### config.mk
export PLATFORM = sky130hd
export DESIGN_NAME = muldiv_unit
export DESIGN_NICKNAME = d
export VERILOG_FILES = /design/src/rtl/muldiv_unit_pkg.sv /design/src/rtl/muldiv_step.sv /design/src/rtl/muldiv_unit.sv
export SDC_FILE = /design/constraint.sdc
export NUM_CORES = 1
export LEC_CHECK = 0
export ABC_CLOCK_PERIOD_IN_PS = 9300
export BUFFER_PORTS_ARGS = -buffer_cell sky130_fd_sc_hd__buf_2
export CORE_ASPECT_RATIO = 2
export CORE_UTILIZATION = 35
export CTS_CLUSTER_SIZE = 30
export DETAILED_ROUTE_END_ITERATION = 12
export PLACE_DENSITY_LB_ADDON = 0.1
export REMOVE_ABC_BUFFERS = 1
export SYNTH_ARGS = -nofsm -noshare
export SYNTH_HDL_FRONTEND = slang
export SYNTH_SLANG_ARGS = --single-unit
### constraint.sdc
create_clock -name clock_i -period 9.3 [get_ports clock_i]
set_input_delay 1.395 -clock clock_i [delete_from_list [all_inputs] [get_ports clock_i]]
set_output_delay 1.395 -clock clock_i [all_outputs]
set_load 0.02 [all_outputs]
### src/rtl/muldiv_unit_pkg.sv
// Shared encodings for the multi-cycle multiply/divide unit: opcodes and FSM states.
package muldiv_unit_pkg;

    typedef enum logic [1:0] {
        MD_MULTU = 2'b00,
        MD_DIVU  = 2'b01,
        MD_MTHI  = 2'b10,
        MD_MTLO  = 2'b11
    } md_op_e;

    typedef enum logic [1:0] {
        MD_IDLE = 2'b00,
        MD_MUL  = 2'b01,
        MD_DIV  = 2'b10,
        MD_DONE = 2'b11
    } md_state_e;

endpackage

### src/rtl/muldiv_step.sv
// One combinational iteration: shift-add multiply step or restoring divide step,
// operating on shared working registers (acc/rem in work_hi, mplr/quo in work_lo).
module muldiv_step #(
    parameter int NB_DATA = 32
) (
    input  logic               div_mode,
    input  logic [NB_DATA:0]   work_hi,
    input  logic [NB_DATA-1:0] work_lo,
    input  logic [NB_DATA-1:0] work_b,
    output logic [NB_DATA:0]   next_hi,
    output logic [NB_DATA-1:0] next_lo
);

    logic [NB_DATA:0] sum;
    logic [NB_DATA:0] trial;
    logic [NB_DATA:0] divisor;
    logic             fits;

    always_comb begin
        sum     = work_hi + (work_lo[0] ? {1'b0, work_b} : '0);
        trial   = {work_hi[NB_DATA-1:0], work_lo[NB_DATA-1]};
        divisor = {1'b0, work_b};
        fits    = (trial >= divisor);
        if (div_mode) begin
            next_hi = fits ? (trial - divisor) : trial;
            next_lo = {work_lo[NB_DATA-2:0], fits};
        end else begin
            // {acc, mplr} <= {sum, mplr} >> 1
            next_hi = {1'b0, sum[NB_DATA:1]};
            next_lo = {sum[0], work_lo[NB_DATA-1:1]};
        end
    end

endmodule

### src/rtl/muldiv_unit.sv
// Iterative unsigned MULTU/DIVU sequencer owning the architectural HI/LO registers;
// one result bit per enabled cycle, MTHI/MTLO executed in a single cycle.
module muldiv_unit
    import muldiv_unit_pkg::*;
#(
    parameter int NB_DATA  = 32,
    parameter int NB_MD_OP = 2,
    parameter int NB_COUNT = 5
) (
    input  logic                clock_i,
    input  logic                reset_n_i,
    input  logic                enable_i,
    input  logic                start_i,
    input  logic [NB_MD_OP-1:0] op_i,
    input  logic [NB_DATA-1:0]  operand_a_i,
    input  logic [NB_DATA-1:0]  operand_b_i,
    output logic                busy_o,
    output logic                done_o,
    output logic                div_by_zero_o,
    output logic [NB_DATA-1:0]  hi_o,
    output logic [NB_DATA-1:0]  lo_o
);

    md_state_e            state;
    md_state_e            state_next;
    md_op_e               op;
    logic [NB_COUNT-1:0]  cnt;
    logic [NB_DATA:0]     work_hi;
    logic [NB_DATA-1:0]   work_lo;
    logic [NB_DATA-1:0]   work_b;
    logic                 dz_flag;
    logic [NB_DATA:0]     next_hi;
    logic [NB_DATA-1:0]   next_lo;

    assign op = md_op_e'(op_i);

    muldiv_step #(.NB_DATA(NB_DATA)) u_step (
        .div_mode (state == MD_DIV),
        .work_hi  (work_hi),
        .work_lo  (work_lo),
        .work_b   (work_b),
        .next_hi  (next_hi),
        .next_lo  (next_lo)
    );

    always_ff @(posedge clock_i or negedge reset_n_i) begin
        if (!reset_n_i)
            state <= MD_IDLE;
        else if (enable_i)
            state <= state_next;
    end

    // Requests arriving outside IDLE are dropped; the hazard unit prevents them.
    always_comb begin
        state_next = state;
        case (state)
            MD_IDLE: begin
                if (start_i) begin
                    case (op)
                        MD_MULTU: state_next = MD_MUL;
                        MD_DIVU:  state_next = (operand_b_i == '0) ? MD_DONE : MD_DIV;
                        default:  state_next = MD_IDLE;
                    endcase
                end
            end
            MD_MUL, MD_DIV: if (cnt == '0) state_next = MD_DONE;
            default:        state_next = MD_IDLE;
        endcase
    end

    always_comb begin
        busy_o        = (state == MD_MUL) || (state == MD_DIV);
        done_o        = (state == MD_DONE);
        div_by_zero_o = (state == MD_DONE) && dz_flag;
    end

    // HI/LO only change on MTHI/MTLO or on the final iteration edge.
    always_ff @(posedge clock_i or negedge reset_n_i) begin
        if (!reset_n_i) begin
            cnt     <= '0;
            work_hi <= '0;
            work_lo <= '0;
            work_b  <= '0;
            dz_flag <= 1'b0;
            hi_o    <= '0;
            lo_o    <= '0;
        end else if (enable_i) begin
            case (state)
                MD_IDLE: begin
                    if (start_i) begin
                        case (op)
                            MD_MULTU, MD_DIVU: begin
                                work_hi <= '0;
                                work_lo <= operand_a_i;
                                work_b  <= operand_b_i;
                                cnt     <= NB_COUNT'(NB_DATA - 1);
                                dz_flag <= (op == MD_DIVU) && (operand_b_i == '0);
                            end
                            MD_MTHI: hi_o <= operand_a_i;
                            default: lo_o <= operand_a_i;
                        endcase
                    end
                end
                MD_MUL, MD_DIV: begin
                    work_hi <= next_hi;
                    work_lo <= next_lo;
                    cnt     <= cnt - 1'b1;
                    if (cnt == '0) begin
                        hi_o <= next_hi[NB_DATA-1:0];
                        lo_o <= next_lo;
                    end
                end
                default: ;
            endcase
        end
    end

endmodule

==> results of run 1 <==
==> cell usage in the layout, fill, tap and decap left out, types with 5 or more instances in the layout <==
master       n
xnor2_1     36
o21ai_1      7
or3_1        5
nand4_1      9
nand2b_1     8
nand2_1    208
o31ai_1      5
ha_1        67
a21oi_1     84
dfrtp_1    169
nand3_1     17
inv_8        6
nor4_1      13
clkbuf_16   17
mux2i_1     51
and2_1      38
o21ai_0    149
nor2b_1      7
a211o_1      6
nor2_1      76
a31oi_1     36
buf_4        8
nor3_1      10
o21a_1      23
xor2_1      23
a21o_1      41
o21bai_1     6
mux2_2      35
inv_1       52
a221oi_1     5
o211ai_1    22
and3_1      12
buf_2      135
==> how the worst max path moves through the flow <==
| stage | cells after the start | start | slack (ps) | endpoint |
|---|---|---|---|---|
| after floorplan | 7 | state[0]$_DFFE_PN0P_ | 3400 | hi_o[20]$_DFFE_PN0P_ |
| after global placement | 14 | work_lo[0]$_DFFE_PN0P_ | 5210 | hi_o[31]$_DFFE_PN0P_ |
| after detailed placement | 14 | work_lo[0]$_DFFE_PN0P_ | 5230 | work_hi[31]$_DFFE_PN0P_ |
| after global routing | 13 | work_lo[0]$_DFFE_PN0P_ | 4990 | work_hi[30]$_DFFE_PN0P_ |
| after CTS | 14 | work_lo[0]$_DFFE_PN0P_ | 5230 | work_hi[31]$_DFFE_PN0P_ |
| final | 13 | work_lo[0]$_DFFE_PN0P_ | 5190 | work_hi[30]$_DFFE_PN0P_ |
==> worst max-delay path: cells and delay by family (launching register included) <==
kind                     cells  cell delay [ps]
adder cells (fa/ha/maj)      1              290
XOR/XNOR                     1              130
AO/OA/AOI/OAI                7             2370
flip-flops                   1              360
AND/OR/NAND/NOR              3              520
buffers and inverters        1              260
==> area by class of cell <==
cell class | instances | area, µm² | share of cell area (%)
Tap cell | 427 | 534 | 4.06
Inverter | 53 | 199 | 1.51
Clock inverter | 14 | 150 | 1.14
Multi-Input combinational cell | 1058 | 6890 | 52.3
Timing Repair Buffer | 144 | 747 | 5.67
Clock buffer | 18 | 429 | 3.26
Sequential cell | 169 | 4230 | 32.1
==> per-stage QoR <==
| stage | hold WS, ps | total power, µW | std cells | utilization (%) |
|---|---|---|---|---|
| global placement | 456 | 4750 | 1851 | 38.9 |
| detailed placement | 460 | 4760 | 1851 | 38.9 |
| global route | 480 | 5880 | 1883 | 40.7 |
| floorplan | 442 | 3620 | 1280 | - |
| CTS | 477 | 5510 | 1883 | 40.7 |
| finish | 474 | 5460 | 1883 | 40.7 |
==> power groups by stage <==
stage / Sequential [µW] / Combinational, µW / Clock, µW
final: 1350 / 3380 / 729
after CTS: 1360 / 3410 / 747
after detailed placement: 1370 / 3390 / 0
after floorplan: 1420 / 2200 / 0
after global routing: 1400 / 3720 / 770
after global placement: 1360 / 3390 / 0
==> kinds of logic (layout without fill, tap and decap cells) <==
group / Yosys count / in the layout / synth area share [%]
AO/OA/AOI/OAI: 426 / 426 / 22.9
buffers and inverters: 126 / 229 / 4.32
adder cells (fa/ha/maj): 71 / 71 / 7.80
AND/OR/NAND/NOR: 416 / 416 / 16.2
XOR/XNOR: 59 / 59 / 4.46
flip-flops: 169 / 169 / 36.5
multiplexers: 86 / 86 / 7.81
==> sequential cells by signal (all words and copies together), names as in the netlist <==
signal and count:
cnt 5, dz_flag 1, hi_o 32, lo_o 32, state 2, work_b 32, work_hi 33, work_lo 32
==> layer usage <==
metal  wire length [µm]  track usage, %  part of all wire (%)
met5                  0               0                     0
met1              14800            25.0                    35
met3                744            2.54                   1.8
met2              23500            49.6                    56
met4               2680            16.7                   6.4
==> results.tsv, run 1 <==
metric	value	unit
status	completed	
PostCTS Resize Cnt	0	
CTS clk-pin slew, worst paths	80	ps
power share of the sequential group	24.8	%
leading area contributor after synthesis	dfrtp_1	
total global routing overflow	0	
Rows	93	
RSZ-0062 raised after global routing	false	
Pwr Density	414	mW/mm²
largest net degree at the start of global routing	98	
synthesized area	0.0116	mm²
total detailed-routing wirelength	41700	µm
hold path endpoint	lo_o[29]$_DFFE_PN0P_	
reg2reg end	work_hi[30]$_DFFE_PN0P_	
Hold Vio Cnt, Final	0	
Crit path largest cell delay	650	ps
crit end category	flop	
number of global-route vias before repair	10700	
CTS tree	done	
initial antenna violation count	0	
Setup TNS Final	0	ps
Skew-Pair Late Insertion Delay	460	ps
ANT nets after route	0	
CP arrival	4420	ps
top cell type's share of synthesized area	36.5	%
worst r2r src	work_lo[0]$_DFFE_PN0P_	
Rel. slew slack	26.0	%
Startpoint Class	flop	
IO buf count	136	
P_leak	0.00625	µW
switching pwr	2840	µW
Required @ worst endpoint	9620	ps
GRT Total Usage	25.7	%
critical path's slowest cell	a21boi_0	
DIE AREA	0.0339	mm²
Hold Path Cell Cnt	2	
Max-Cap Viols	0	
Most used DFF post-synth	dfrtp_1	
ys async rst share	100	%
routed len/inst	22.2	µm
Max Clk Rate	0.244	GHz
First DRT Iteration DRCs	454	
pre-CTS setup slack	5230	ps
Finished Cell Area	0.0132	mm²
Unique masters post-synth	68	
Setup WS post-layout	5190	ps
Fill cells	3472	
layout cell share with drive strength beyond 1	15.9	%
Layout Nets	1584	
DRC	0	
Setup Skew	12.3	ps
Clock power frac	13.4	%
Comb power frac	61.9	%
Synth Register Bits	169	
Finish-stage setup viols	0	
R2R cell count	13	
1st-pass router iterations	5	
CTS root buf	clkbuf_16	
placed cell areas	0.0126	mm²
yosys warns	0	
sequential share of the synthesized area	36.5	%
worst setup path class	reg -> reg	
Antenna diodes	0	
Hold Crit Start	lo_o[29]$_DFFE_PN0P_	
Worst-Margin Slew	1110	ps
count leader, synth	nand2_1	
cell count after synthesis	1353	
Sw Ratio	52.0	%
initial cell density of the core	35.8	%
chip width	131	µm
Ports	137	
clock sink total	169	
min cycle time layout	4110	ps
Area growth syn-to-layout	13.8	%
Post-synth top cells	nand2_1, dfrtp_1, o21ai_0	
Core ar.	0.0323	mm²
H-tree levels	4	
top cells by area, synth	dfrtp_1, ha_1, nand2_1	
crit-path cells	buf_4, and2_1, ha_1, a21o_1, nand4_1, a211o_1, a21boi_0, a31oi_1, o2111ai_1, nand2_1, xnor2_1, o22ai_1, o21ai_0	
clk buf depth	2	
syn_area_per_cell	8.56	µm²
total CTS buffers	17	
Hold Crit Class	reg -> reg	
RD Place Congestion	0.862	
CP max FO	34	
P_int	2620	µW
hold_buf cts	0	
DP Wirelength	31400	µm
EDFF count, synth	0	
Post-CTS Setup Bufs	0	
Final Cycle Share	44.2	%
vias per cell	5.43	
VDD IR max	0.419	mV
Slew Viols, Final	0	
global-route wire length before repair	63400	µm
Vias	10200	
R2R setup slack	5190	ps
Die Y-Extent	259	µm
Note: power is estimated with default switching activity, not from simulation.
==> run 2, diff against run 1 <==
--- a/config.mk
+++ b/config.mk
@@ -5,7 +5,8 @@
 export SDC_FILE = /design/constraint.sdc
 export NUM_CORES = 1
 export LEC_CHECK = 0
-export ABC_CLOCK_PERIOD_IN_PS = 9300
+export ABC_AREA = 1
+export ABC_CLOCK_PERIOD_IN_PS = 4200
 export BUFFER_PORTS_ARGS = -buffer_cell sky130_fd_sc_hd__buf_2
 export CORE_ASPECT_RATIO = 2
 export CORE_UTILIZATION = 35
==> constraint.sdc (replaced) <==
create_clock -name clock_i -period 4.2 [get_ports clock_i]
set_input_delay 0.63 -clock clock_i [delete_from_list [all_inputs] [get_ports clock_i]]
set_output_delay 0.63 -clock clock_i [all_outputs]
set_load 0.02 [all_outputs]
==> results.tsv, run 2 <==
metric	value	unit
status	completed	
flip-flop count of the largest register after layout	33	
P_leak	0.00889	µW
Skew-Pair Late Insertion Delay	470	ps
Post-CTS Setup Bufs	0	
Top reg by flops	work_hi	
Area growth syn-to-layout	13.3	%
clk buf depth	2	
PostCTS Resize Cnt	0	
Tot Pwr	13100	µW
Max-Cap Viols	0	
Layout Nets	2400	
sequential share of the synthesized area	31.5	%
number of global-route vias before repair	14200	
RSZ-0062 raised after global routing	false	
GR Util met1	28.9	%
GR peak layer	met2	
total detailed-routing wirelength	57800	µm
global-route wire length before repair	86600	µm
Setup Skew	18.8	ps
R2R cell count	18	
Die Y-Extent	279	µm
worst setup path end	work_hi[21]$_DFFE_PN0P_	
Finish-stage setup viols	0	
1st-pass router iterations	5	
total CTS buffers	17	
GR met3 Demand/Resource	3.17	%
top cells by area, synth	dfrtp_1, nand2_1, inv_1	
initial antenna violation count	0	
ANT nets after route	0	
Setup crit start	work_lo[0]$_DFFE_PN0P_	
GRT Total Usage	30.1	%
Ports	137	
ys async rst share	100	%
Antenna diodes	0	
clock sink total	169	
Required @ worst endpoint	4530	ps
chip width	140	µm
VDD IR max	0.406	mV
most common cell after layout, fill and taps aside	nand2_1	
pre-CTS setup slack	698	ps
EDFF count, synth	0	
CTS clk-pin slew, worst paths	90	ps
Post-synth top cells	nand2_1, inv_1, dfrtp_1	
DP Wirelength	46100	µm
synthesized area	0.0134	mm²
worst setup path class	reg -> reg	
Vias	14100	
RD Place Congestion	1.01	
syn_area_per_cell	6.23	µm²
layout cell share with drive strength beyond 1	11.1	%
cell count after synthesis	2153	
Pwr Density	864	mW/mm²
largest net degree at the start of global routing	80	
Rel. slew slack	31.5	%
total global routing overflow	0	
yosys warns	0	
Hold Vio Cnt, Final	0	
reg2reg end	work_hi[21]$_DFFE_PN0P_	
First DRT Iteration DRCs	900	
Slew Viols, Final	0	
CP arrival	3940	ps
Max Clk Rate	0.277	GHz
Most used DFF post-synth	dfrtp_1	
Startpoint Class	flop	
top cell type's share of synthesized area	31.5	%
H-tree levels	4	
routing usage on met2	58.1	%
vias per cell	5.15	
Rows	101	
Core ar.	0.0379	mm²
leading area contributor after synthesis	dfrtp_1	
most frequent cells in the layout	nand2_1, inv_1, dfrtp_1, nor2_1, a21oi_1	
min cycle time layout	3610	ps
DIE AREA	0.0392	mm²
count leader, synth	nand2_1	
Setup WS post-layout	587	ps
Worst-Margin Slew	1030	ps
Unique masters post-synth	42	
IO buf count	136	
Final Cycle Share	86.0	%
R2R setup slack	590	ps
routed len/inst	21.1	µm
CTS root buf	clkbuf_16	
DRC	0	
Hold Crit Class	in -> async	
initial cell density of the core	35.4	%
hold_buf cts	0	
crit end category	flop	
worst r2r src	work_lo[0]$_DFFE_PN0P_	
Synth Register Bits	169	
CTS tree	done	
CP max FO	34	
run 2: logic make-up (layout without fill, tap and decap cells):
family / count (synthesis) / in the layout / synth area share, %
buf+inv: 419 / 538 / 12.0
xor+xnor: 18 / 18 / 1.17
fa+ha+maj: 71 / 71 / 6.73
mux: 1 / 1 / 0.0839
flops: 169 / 169 / 31.5
simple gates: 1162 / 1162 / 35.6
compound gates: 313 / 313 / 12.9
run 2: layer usage:
metal / vias to the layer above / routed length, µm / part of all wire, %
li1: 6951 / - / -
met1: 6548 / 19900 / 35
met2: 405 / 31300 / 54
met3: 169 / 1910 / 3.3
met4: 0 / 4700 / 8.1
met5: - / 0 / 0
run 2: worst min path at each step:
stage | from | endpoint
floorplan | reset_n_i | cnt[0]$_DFFE_PN0P_
global placement | lo_o[15]$_DFFE_PN0P_ | lo_o[15]$_DFFE_PN0P_
detailed placement | lo_o[8]$_DFFE_PN0P_ | lo_o[8]$_DFFE_PN0P_
CTS | reset_n_i | work_hi[30]$_DFFE_PN0P_
global route | reset_n_i | hi_o[26]$_DFFE_PN0P_
finish | reset_n_i | hi_o[26]$_DFFE_PN0P_
run 2: cell type report:
class,instances,area [µm²]
Clock buffer,17,425
Clock inverter,15,189
Fill cell,4192,22700
Inverter,346,1300
Multi-Input combinational cell,1565,7610
Sequential cell,169,4230
Tap cell,463,579
Timing Repair Buffer,160,870
run 2: through the flow:
step                      hold WS [ps]  area (µm²)  setup TNS, ps  cells  util, %
final                              201       15200              0   2735     40.1
after global routing               256       15200              0   2735     40.1
after CTS                          244       15200              0   2735     40.1
after detailed placement           460       14600              0   2703     38.5
after global placement             459       14600              0   2703     38.5
after floorplan                    334       13100        -125190   2080        -
run 2: report_power, final:
group	internal [µW]	switching, µW
registers	2360	626
logic	2440	5990
clock network	821	906
total	5620	7520
run 2: worst max-delay path: stages (launching register included):
cell and delay [ps]:
dfrtp_1 370, buf_4 290, nand2_1 110, inv_1 50, ha_1 220, fa_1 460
nand3_1 100, nand3_1 210, nand2_1 120, nand2_1 110, nand2_1 70, nand2_1 240
nand2_1 170, nand2_1 60, nand2_1 50, nand3_1 110, nand3_1 130, nand2_1 220
o21ai_0 390
